$ cat src/rtl/lfsr_decrypt6.sv
// rtl/lfsr_decrypt6.sv - 6-bit LFSR stream decryptor with preamble-based seed/tap recovery
module lfsr_decrypt6 #(
    parameter int PRE_LEN = 7
) (
    input  logic       clk,
    input  logic       init,
    input  logic       req,
    input  logic       in_valid,
    input  logic [7:0] in_data,
    input  logic       in_last,
    output logic       in_ready,
    output logic       out_valid,
    output logic [7:0] out_data,
    output logic       out_last,
    input  logic       out_ready,
    output logic [5:0] taps,
    output logic [2:0] tap_idx,
    output logic       done,
    output logic       err
);

    typedef enum logic [2:0] {
        S_IDLE,
        S_SEED,
        S_TRAIN,
        S_LOCK,
        S_DECODE,
        S_DRAIN,
        S_DONE,
        S_ERR
    } state_t;

    state_t     state, state_nxt;

    logic [5:0] cand [0:5];
    logic [5:0] alive;
    logic [5:0] lfsr;
    logic [3:0] cnt;
    logic [2:0] lowest;
    logic       accept;
    logic       dec_ready;

    // Only the low six bits carry cipher text; the top two are don't-care.
    logic       unused_hi;
    assign unused_hi = ^in_data[7:6];

    function automatic logic [5:0] pattern(input logic [2:0] k);
        case (k)
            3'd0:    return 6'h21;
            3'd1:    return 6'h2D;
            3'd2:    return 6'h30;
            3'd3:    return 6'h33;
            3'd4:    return 6'h36;
            default: return 6'h39;
        endcase
    endfunction

    function automatic logic [5:0] step(input logic [5:0] s, input logic [5:0] t);
        return {s[4:0], ^(s & t)};
    endfunction

    assign dec_ready = !out_valid || out_ready;
    assign accept    = in_valid && in_ready;

    // Lowest-numbered surviving candidate wins when several patterns fit the preamble.
    always_comb begin
        lowest = 3'd0;
        for (int k = 5; k >= 0; k--) begin
            if (alive[k]) lowest = 3'(k);
        end
    end

    // State register.
    always_ff @(posedge clk) begin
        if (init) state <= S_IDLE;
        else      state <= state_nxt;
    end

    // Next-state decode and per-state handshake/status outputs.
    always_comb begin
        state_nxt = state;
        in_ready  = 1'b0;
        done      = 1'b0;
        err       = 1'b0;
        case (state)
            S_IDLE: begin
                if (req) state_nxt = S_SEED;
            end
            S_SEED: begin
                in_ready = 1'b1;
                if (in_valid) begin
                    if (in_data[5:0] == 6'd0 || in_last) state_nxt = S_ERR;
                    else                                 state_nxt = S_TRAIN;
                end
            end
            S_TRAIN: begin
                in_ready = 1'b1;
                if (in_valid) begin
                    if (in_last)                         state_nxt = S_ERR;
                    else if (cnt == 4'(PRE_LEN - 1))     state_nxt = S_LOCK;
                end
            end
            S_LOCK: begin
                if (alive == 6'd0) state_nxt = S_ERR;
                else               state_nxt = S_DECODE;
            end
            S_DECODE: begin
                in_ready = dec_ready;
                if (in_valid && dec_ready && in_last) state_nxt = S_DRAIN;
            end
            S_DRAIN: begin
                if (out_valid && out_ready) state_nxt = S_DONE;
            end
            S_DONE: begin
                done = 1'b1;
                if (req) state_nxt = S_SEED;
            end
            S_ERR: begin
                err = 1'b1;
                if (req) state_nxt = S_SEED;
            end
            default: state_nxt = S_IDLE;
        endcase
    end

    // Candidate tracking during the preamble, pattern lock, and the decode output register.
    always_ff @(posedge clk) begin
        if (init) begin
            for (int k = 0; k < 6; k++) cand[k] <= 6'd0;
            alive     <= 6'b111111;
            lfsr      <= 6'd0;
            cnt       <= 4'd0;
            taps      <= 6'd0;
            tap_idx   <= 3'd0;
            out_valid <= 1'b0;
            out_data  <= 8'd0;
            out_last  <= 1'b0;
        end else begin
            case (state)
                S_IDLE, S_DONE, S_ERR: begin
                    if (req) alive <= 6'b111111;
                end
                S_SEED: begin
                    if (in_valid) begin
                        for (int k = 0; k < 6; k++) cand[k] <= in_data[5:0];
                        alive <= 6'b111111;
                        cnt   <= 4'd1;
                    end
                end
                S_TRAIN: begin
                    if (in_valid) begin
                        for (int k = 0; k < 6; k++) begin
                            cand[k] <= step(cand[k], pattern(3'(k)));
                            if (step(cand[k], pattern(3'(k))) != in_data[5:0])
                                alive[k] <= 1'b0;
                        end
                        cnt <= cnt + 4'd1;
                    end
                end
                S_LOCK: begin
                    if (alive != 6'd0) begin
                        tap_idx <= lowest;
                        taps    <= pattern(lowest);
                        lfsr    <= step(cand[lowest], pattern(lowest));
                    end
                end
                S_DECODE, S_DRAIN: begin
                    if (out_valid && out_ready) begin
                        out_valid <= 1'b0;
                        out_last  <= 1'b0;
                    end
                    if (state == S_DECODE && accept) begin
                        out_data  <= {2'b00, in_data[5:0] ^ lfsr} + 8'h20;
                        out_last  <= in_last;
                        out_valid <= 1'b1;
                        lfsr      <= step(lfsr, taps);
                    end
                end
                default: ;
            endcase
        end
    end

endmodule
$ cat config.mk
export PLATFORM = sky130hd
export DESIGN_NAME = lfsr_decrypt6
export DESIGN_NICKNAME = d
export VERILOG_FILES = /design/src/rtl/lfsr_decrypt6.sv
export SDC_FILE = /design/constraint.sdc
export NUM_CORES = 1
export LEC_CHECK = 0
export BUFFER_PORTS_ARGS = -buffer_cell sky130_fd_sc_hd__clkbuf_2
export CAP_MARGIN = 20
export CORE_UTILIZATION = 36
export CTS_CLUSTER_SIZE = 24
export DETAILED_ROUTE_END_ITERATION = 7
export GPL_ROUTABILITY_DRIVEN = 0
export GPL_TIMING_DRIVEN = 0
export PLACE_DENSITY = 0.52
export SETUP_SLACK_MARGIN = 0.15
export SYNTH_ARGS = -nofsm -noshare
export SYNTH_HDL_FRONTEND = slang
export SYNTH_SLANG_ARGS = --single-unit
$ cat constraint.sdc
create_clock -name clk -period 5.5 [get_ports clk]
set_input_delay 0.275 -clock clk [delete_from_list [all_inputs] [get_ports clk]]
set_output_delay 0.275 -clock clk [all_outputs]
set_load 0.02 [all_outputs]
* Word-level counts from Yosys, hierarchy flattened
Memories as Yosys holds them, arrays and structs flattened.
Cells that the tools add are included.
** Cells by class
- Mux-type cells :: 81
- Equal/unequal tests :: 32
- $add $sub $neg :: 2
- Div/mod/pow operators :: 0
- Multipliers :: 0
- $lt $le $gt $ge :: 0
- Reductions and logical operators :: 40
- Bitwise gates (word level) :: 21
- Shift operators :: 0
** Operators by type and width (number)
- $mux 6 :: 38
- $and 6x6->6 :: 8
- $reduce_xor 6->1 :: 8
- $mux 3 :: 14
- $ne 6x6->1 :: 6
- $reduce_and 5->1 :: 6
- $pmux 5 s5 :: 1
- $ne 2x2->1 const B :: 12
- $mux 1 :: 20
- $pmux 3 s6 :: 1
- $pmux 6 s3 :: 1
- $eq 3x3->1 const B :: 5
- $eq 3x2->1 const B :: 4
- $logic_not 6->1 :: 2
- $or 1x1->1 :: 12
- $pmux 6 s2 :: 1
- $mux 4 :: 2
- $pmux 4 s2 :: 1
- $add 6x6->7 const B :: 1
- $eq 3x1->1 const B :: 2
- $logic_not 3->1 :: 2
- $reduce_and 2->1 :: 3
- $reduce_and 3->1 :: 2
- $reduce_and 6->1 :: 1
- other kinds (15) :: 23
** Word-level totals
- Memory bits (writable) :: 36
- Input bits :: 14
- Register bits after elaboration :: 38
- Bits in read-only memories :: 0
- Bits in latches :: 0
- Memories :: 1
** Memories
- cand :: depth 6, width 6, rd ports 7, clocked after Yosys merged registers in 0, wr ports 6, RTL line 35 : logic [5:0] cand [0:5];

* Logic depth before layout (Yosys ltp)
- Word-level depth :: 15
- Mapped depth :: 10
- Depth with buffers taken out :: 10

* Worst setup path after synthesis
No wires, ideal clock.
- Kind :: reg2reg
- Start point :: register alive[4]
- End point :: register lfsr[0]
- Stages on the path, launching flop included :: 10
- Arrival time :: 2000 ps
- Setup slack :: 3367 ps
- Cell sequence :: dfxtp_1 buf_6 or4_2 a21oi_1 mux2i_1 o21ai_1 a31oi_1 or3_1 mux2i_1 a2111oi_2
** On the way
- Cells in the longest elaborated chain, start to end :: 14
** RTL lines
- start, declared :: RTL line 36 : logic [5:0] alive;
- start signal, assigned :: RTL line 130 : alive <= 6'b111111;
- start signal, assigned :: RTL line 141 : if (req) alive <= 6'b111111;
- start signal, assigned :: RTL line 146 : alive <= 6'b111111;
- $mux 3 (5 in a row) :: RTL line 69 : if (alive[k]) lowest = 3'(k);
- $eq 3x3->1, or another cell as far along :: RTL line 48 : case (k)
- $pmux 5 s5 :: RTL line 48
- $mux 6 :: RTL line 161 : if (alive != 6'd0) begin
- $mux 6 :: RTL line 139 : case (state)
- $mux 6 :: RTL line 128 : if (init) begin
- $and 6x6->6 :: RTL line 59 : return {s[4:0], ^(s & t)};
- $reduce_xor 6->1 :: RTL line 59
- $mux 6 :: RTL line 161
- $pmux 6 s2 :: RTL line 139
- end signal, assigned :: RTL line 164 : lfsr <= step(cand[lowest], pattern(lowest));
- end signal, assigned :: RTL line 176 : lfsr <= step(lfsr, taps);
- end, declared :: RTL line 37 : logic [5:0] lfsr;
Parallel ways exist; a longest one is shown, timed or not. The select of a mux whose other input is x is not followed.
A chain may end at the register's enable or synchronous reset.

* Worst setup path after layout
- Start point :: register state[0]
- End point :: register alive[3]
** On the way
- Cells in the longest elaborated chain, start to end :: 4
** RTL lines
- start, declared :: RTL line 33 : state_t state, state_nxt;
- start signal, assigned :: RTL line 76 : else state <= state_nxt;
- $eq 3x3->1 or $logic_not 3->1 (tied branches) :: RTL line 139
- $reduce_or 3->1 (no source line)
- $ne 2x1->1 (no source line) or $reduce_bool 3->1 (tied branches)
- $reduce_and 5->1 (no source line)
- end signal, assigned :: RTL line 141
- end signal, assigned :: RTL line 146
- end signal, assigned by index :: RTL line 155 : alive[k] <= 1'b0;
Parallel ways exist; a longest one is shown, timed or not.

==> key figures <==
Status
  – Outcome: finished with violations
  – Failing checks: DRC

Clock network
  – Worst-path clk slew: 0.06 ns
  – Clock buffer depth: 2
  – CTS resizes: 0
  – Post-CTS Hold Fix Bufs: 0
  – Cts bufs inserted: 9
  – Max H-tree Level: 3
  – CTS tree: built
  – CTS root buf: clkbuf_16
  – Num Clock Sinks: 73
  – Setup repair bufs after CTS: 0
  – Clock latency on the worst-skew pair: 0.35 ns

Setup path
  – CP Launch Type: flip-flop
  – CP endpoint: alive[3]
  – Worst R2R Setup Slack: 2.40 ns
  – Worst r2r src: state[0]
  – Crit. End Element: flip-flop
  – Worst Reg-to-Reg Cells: 9
  – Critical path data required time: 5.70 ns
  – Maximum fanout along the worst path: 9
  – CP startpoint: state[0]
  – Worst reg2reg endpoint: alive[3]
  – Critical path class: reg -> reg
  – CP arrival: 3.30 ns

Global routing
  – Vias in the first global route: 3,429
  – Global-route wire length before repair: 20.0 mm
  – Largest net degree at the start of global routing: 31
  – Gr usage total: 21.3%
  – Grt ovf: 0
  – Initial antenna violation count: 0

Synth
  – Post-synthesis register bit count: 73
  – Syn_nets: 498
  – Post-Syn Area: 0.00437 mm²
  – Post-synth ARST share: 0%
  – EDFF count, synth: 36
  – Cells after Synth: 482
  – Prevailing post-synth register cell: dfxtp_1
  – Synth warn: 0
  – Sequential area share after synthesis: 41.6%
  – Library cells used by synthesis: 65
  – Syn Area/Cell: 9.08 µm²

Cells and area
  – # diodes: 0
  – Register area: 0.00182 mm²
  – FILL cells: 1,179
  – Layout area overhead: 15.5%
  – Post-route insts no fill: 668
  – Nets: 536
  – Multi-input combinational cell area: 0.00232 mm²
  – Fraction of layout cells with a size suffix above 1: 13.3%

Floorplan
  – Core Footprint: 0.0116 mm²
  – Cell Rows: 39
  – Die H: 112 µm
  – I/O Pins: 36
  – Chip width: 112 µm
  – Initial core utilization: 37.7%
  – Die area: 0.0126 mm²

STA
  – Minimum clock period: 3.10 ns
  – Final setup TNS: 0 ns
  – Final Hold Violating Endpoints: 0
  – Worst slew pin tran: 0.831 ns
  – Relative slew slack: 44.6%
  – # setup viols final: 0
  – Worst hold-check slack: 0.233 ns
  – Fin crit share: 56.4%
  – Unrepaired setup endpoints after global routing: false
  – Final worst slack: 2.40 ns
  – Final Max Slew Viols: 0
  – Clock Skew: 0.00651 ns
  – Fmax: 322 MHz

Drt
  – Pre-antenna DRT Iters: 8
  – Iter 0 DRT Violations: 408
  – Routed len/inst: 19.3 µm
  – Post-Route WL: 12.9 mm
  – Via count: 3,716
  – ANT nets after route: 0
  – Residual DRC count: 3
  – Vias per cell: 5.56

Placed design
  – HPWL Detailed: 9.44 mm
  – Worst setup slack after placement: 2.46 ns
  – IO buf count: 26
  – Placed Cells incl. Taps: 651

Min path
  – Worst hold path class: in -> reg

Power and ir drop
  – Max VDD drop: 239 µV
  – Leakage: 2.05 nW
  – Power per cell area: 513 mW/mm²

Flow run
  – Max Cap Viol: 0
placed cells by master (no fill, tap or decap), types with 3 or more instances in the layout:
cell,synthesis,layout
nand2_1,50,50
xnor2_1,43,43
dfxtp_1,37,37
edfxtp_1,36,36
nor2_1,33,33
a21oi_1,30,30
a21o_1,30,30
o21ai_0,29,29
clkbuf_2,1,27
clkbuf_1,24,24
xor2_1,21,21
a211oi_1,11,11
nor3_1,10,10
inv_1,9,9
clkbuf_16,0,9
buf_2,7,7
nor4_1,7,7
nand3_1,7,7
nor3b_1,6,6
o211ai_1,6,6
and2_1,5,5
a31oi_1,5,5
mux2i_1,5,5
nor2b_1,4,4
nand2b_1,4,4
o22ai_1,4,4
a311oi_1,4,4
nand4_1,4,4
buf_6,3,3
buf_4,3,3
o221ai_1,3,3
bufinv_16,0,3
flip-flops by register name (all words and copies together), names as in the netlist:
| signal | flops |
|---|---|
| cand | 36 |
| out_data | 7 |
| alive | 6 |
| lfsr | 6 |
| taps | 6 |
| cnt | 4 |
| state | 3 |
| tap_idx | 3 |
| out_last | 1 |
| out_valid | 1 |
cell usage after synthesis (2+ instances only):
cell type / n / share of area (%)
a31oi_1: 5 / 0.72
o22ai_1: 4 / 0.57
and3_1: 2 / 0.29
clkbuf_1: 24 / 2.1
dfxtp_1: 37 / 17
xnor2_1: 43 / 8.6
buf_6: 3 / 0.77
o211ai_1: 6 / 1.0
nor3_1: 10 / 1.1
nand2_1: 50 / 4.3
nand4_1: 4 / 0.57
a311oi_1: 4 / 0.80
edfxtp_1: 36 / 25
nor3b_1: 6 / 1.0
a21oi_1: 30 / 3.4
a21o_1: 30 / 5.1
buf_4: 3 / 0.51
a41oi_1: 2 / 0.40
nor4_1: 7 / 1.0
inv_1: 9 / 0.77
nand3_1: 7 / 0.80
and2_1: 5 / 0.72
xor2_1: 21 / 4.2
mux2i_1: 5 / 1.1
a211oi_1: 11 / 1.9
buf_2: 7 / 0.80
and2_0: 2 / 0.29
nor2_1: 33 / 2.8
ha_1: 2 / 0.57
a22oi_1: 2 / 0.34
nor2b_1: 4 / 0.57
or2_2: 2 / 0.29
nand2b_1: 4 / 0.57
o21ai_0: 29 / 3.3
o221ai_1: 3 / 0.60
per-layer routing:
layer  track usage (%)  routed length, µm  vias to the layer above
li1                  -                  -                     1808
met2              32.1               5710                      105
met5                 0                  0                        -
met3              4.21                618                       13
met1              30.5               6360                     1790
met4              7.38                172                        0
where the power goes:
group	total (mW)	switching (mW)	internal [mW]
registers	0.889	0.160	0.729
logic	1.02	0.610	0.410
clock network	0.683	0.240	0.444
total	2.59	1.01	1.58
worst max-delay path, stage by stage (launching register included):
cell and delay (ns):
dfxtp_1 0.29, buf_2 0.17, nor3b_2 0.58, o21ai_0 0.25, o22ai_1 0.18, nor3_1 0.16, a32oi_1 0.68, nor2_1 0.08
nor2_1 0.39, o21ai_0 0.18
stage by stage:
| stage | utilization [%] | area [µm²] | total power [mW] |
|---|---|---|---|
| finish | 43.5 | 5050 | 2.59 |
| global route | 43.5 | 5050 | 2.74 |
| CTS | 43.3 | 5030 | 2.59 |
| detailed placement | 40.3 | 4680 | 1.89 |
| global placement | 40.3 | 4680 | 1.88 |
| floorplan | - | 4370 | 1.61 |
cell type report:
type	count	share of cell area, %
Timing Repair Buffer	27	3.12
Clock buffer	9	4.46
Clock inverter	7	2.33
Sequential cell	73	36.0
Buffer	39	3.76
Inverter	10	0.743
Tap cell	143	3.54
Multi-Input combinational cell	360	46.0
cells by family (layout without fill, tap and decap cells):
logic type,Yosys count,count (layout),share of synthesized area (%)
compound gates,143,143,22.3
simple gates,145,145,16.2
mux,5,5,1.14
other cells,1,1,0.0857
xor+xnor,64,64,12.8
buf+inv,49,92,5.21
flops,73,73,41.6
fa+ha+maj,2,2,0.572
how the worst min path moves through the flow:
stage / startpoint / depth (start not counted) / to / slack [ns]
floorplan: in_last / 2 / out_last / 0.42
global placement: tap_idx[0] / 2 / tap_idx[0] / 0.45
detailed placement: tap_idx[0] / 2 / tap_idx[0] / 0.45
CTS: out_ready / 4 / out_valid / 0.22
global route: in_last / 3 / out_last / 0.26
finish: out_ready / 4 / out_valid / 0.23
Note: power is estimated with default switching activity, not from simulation.
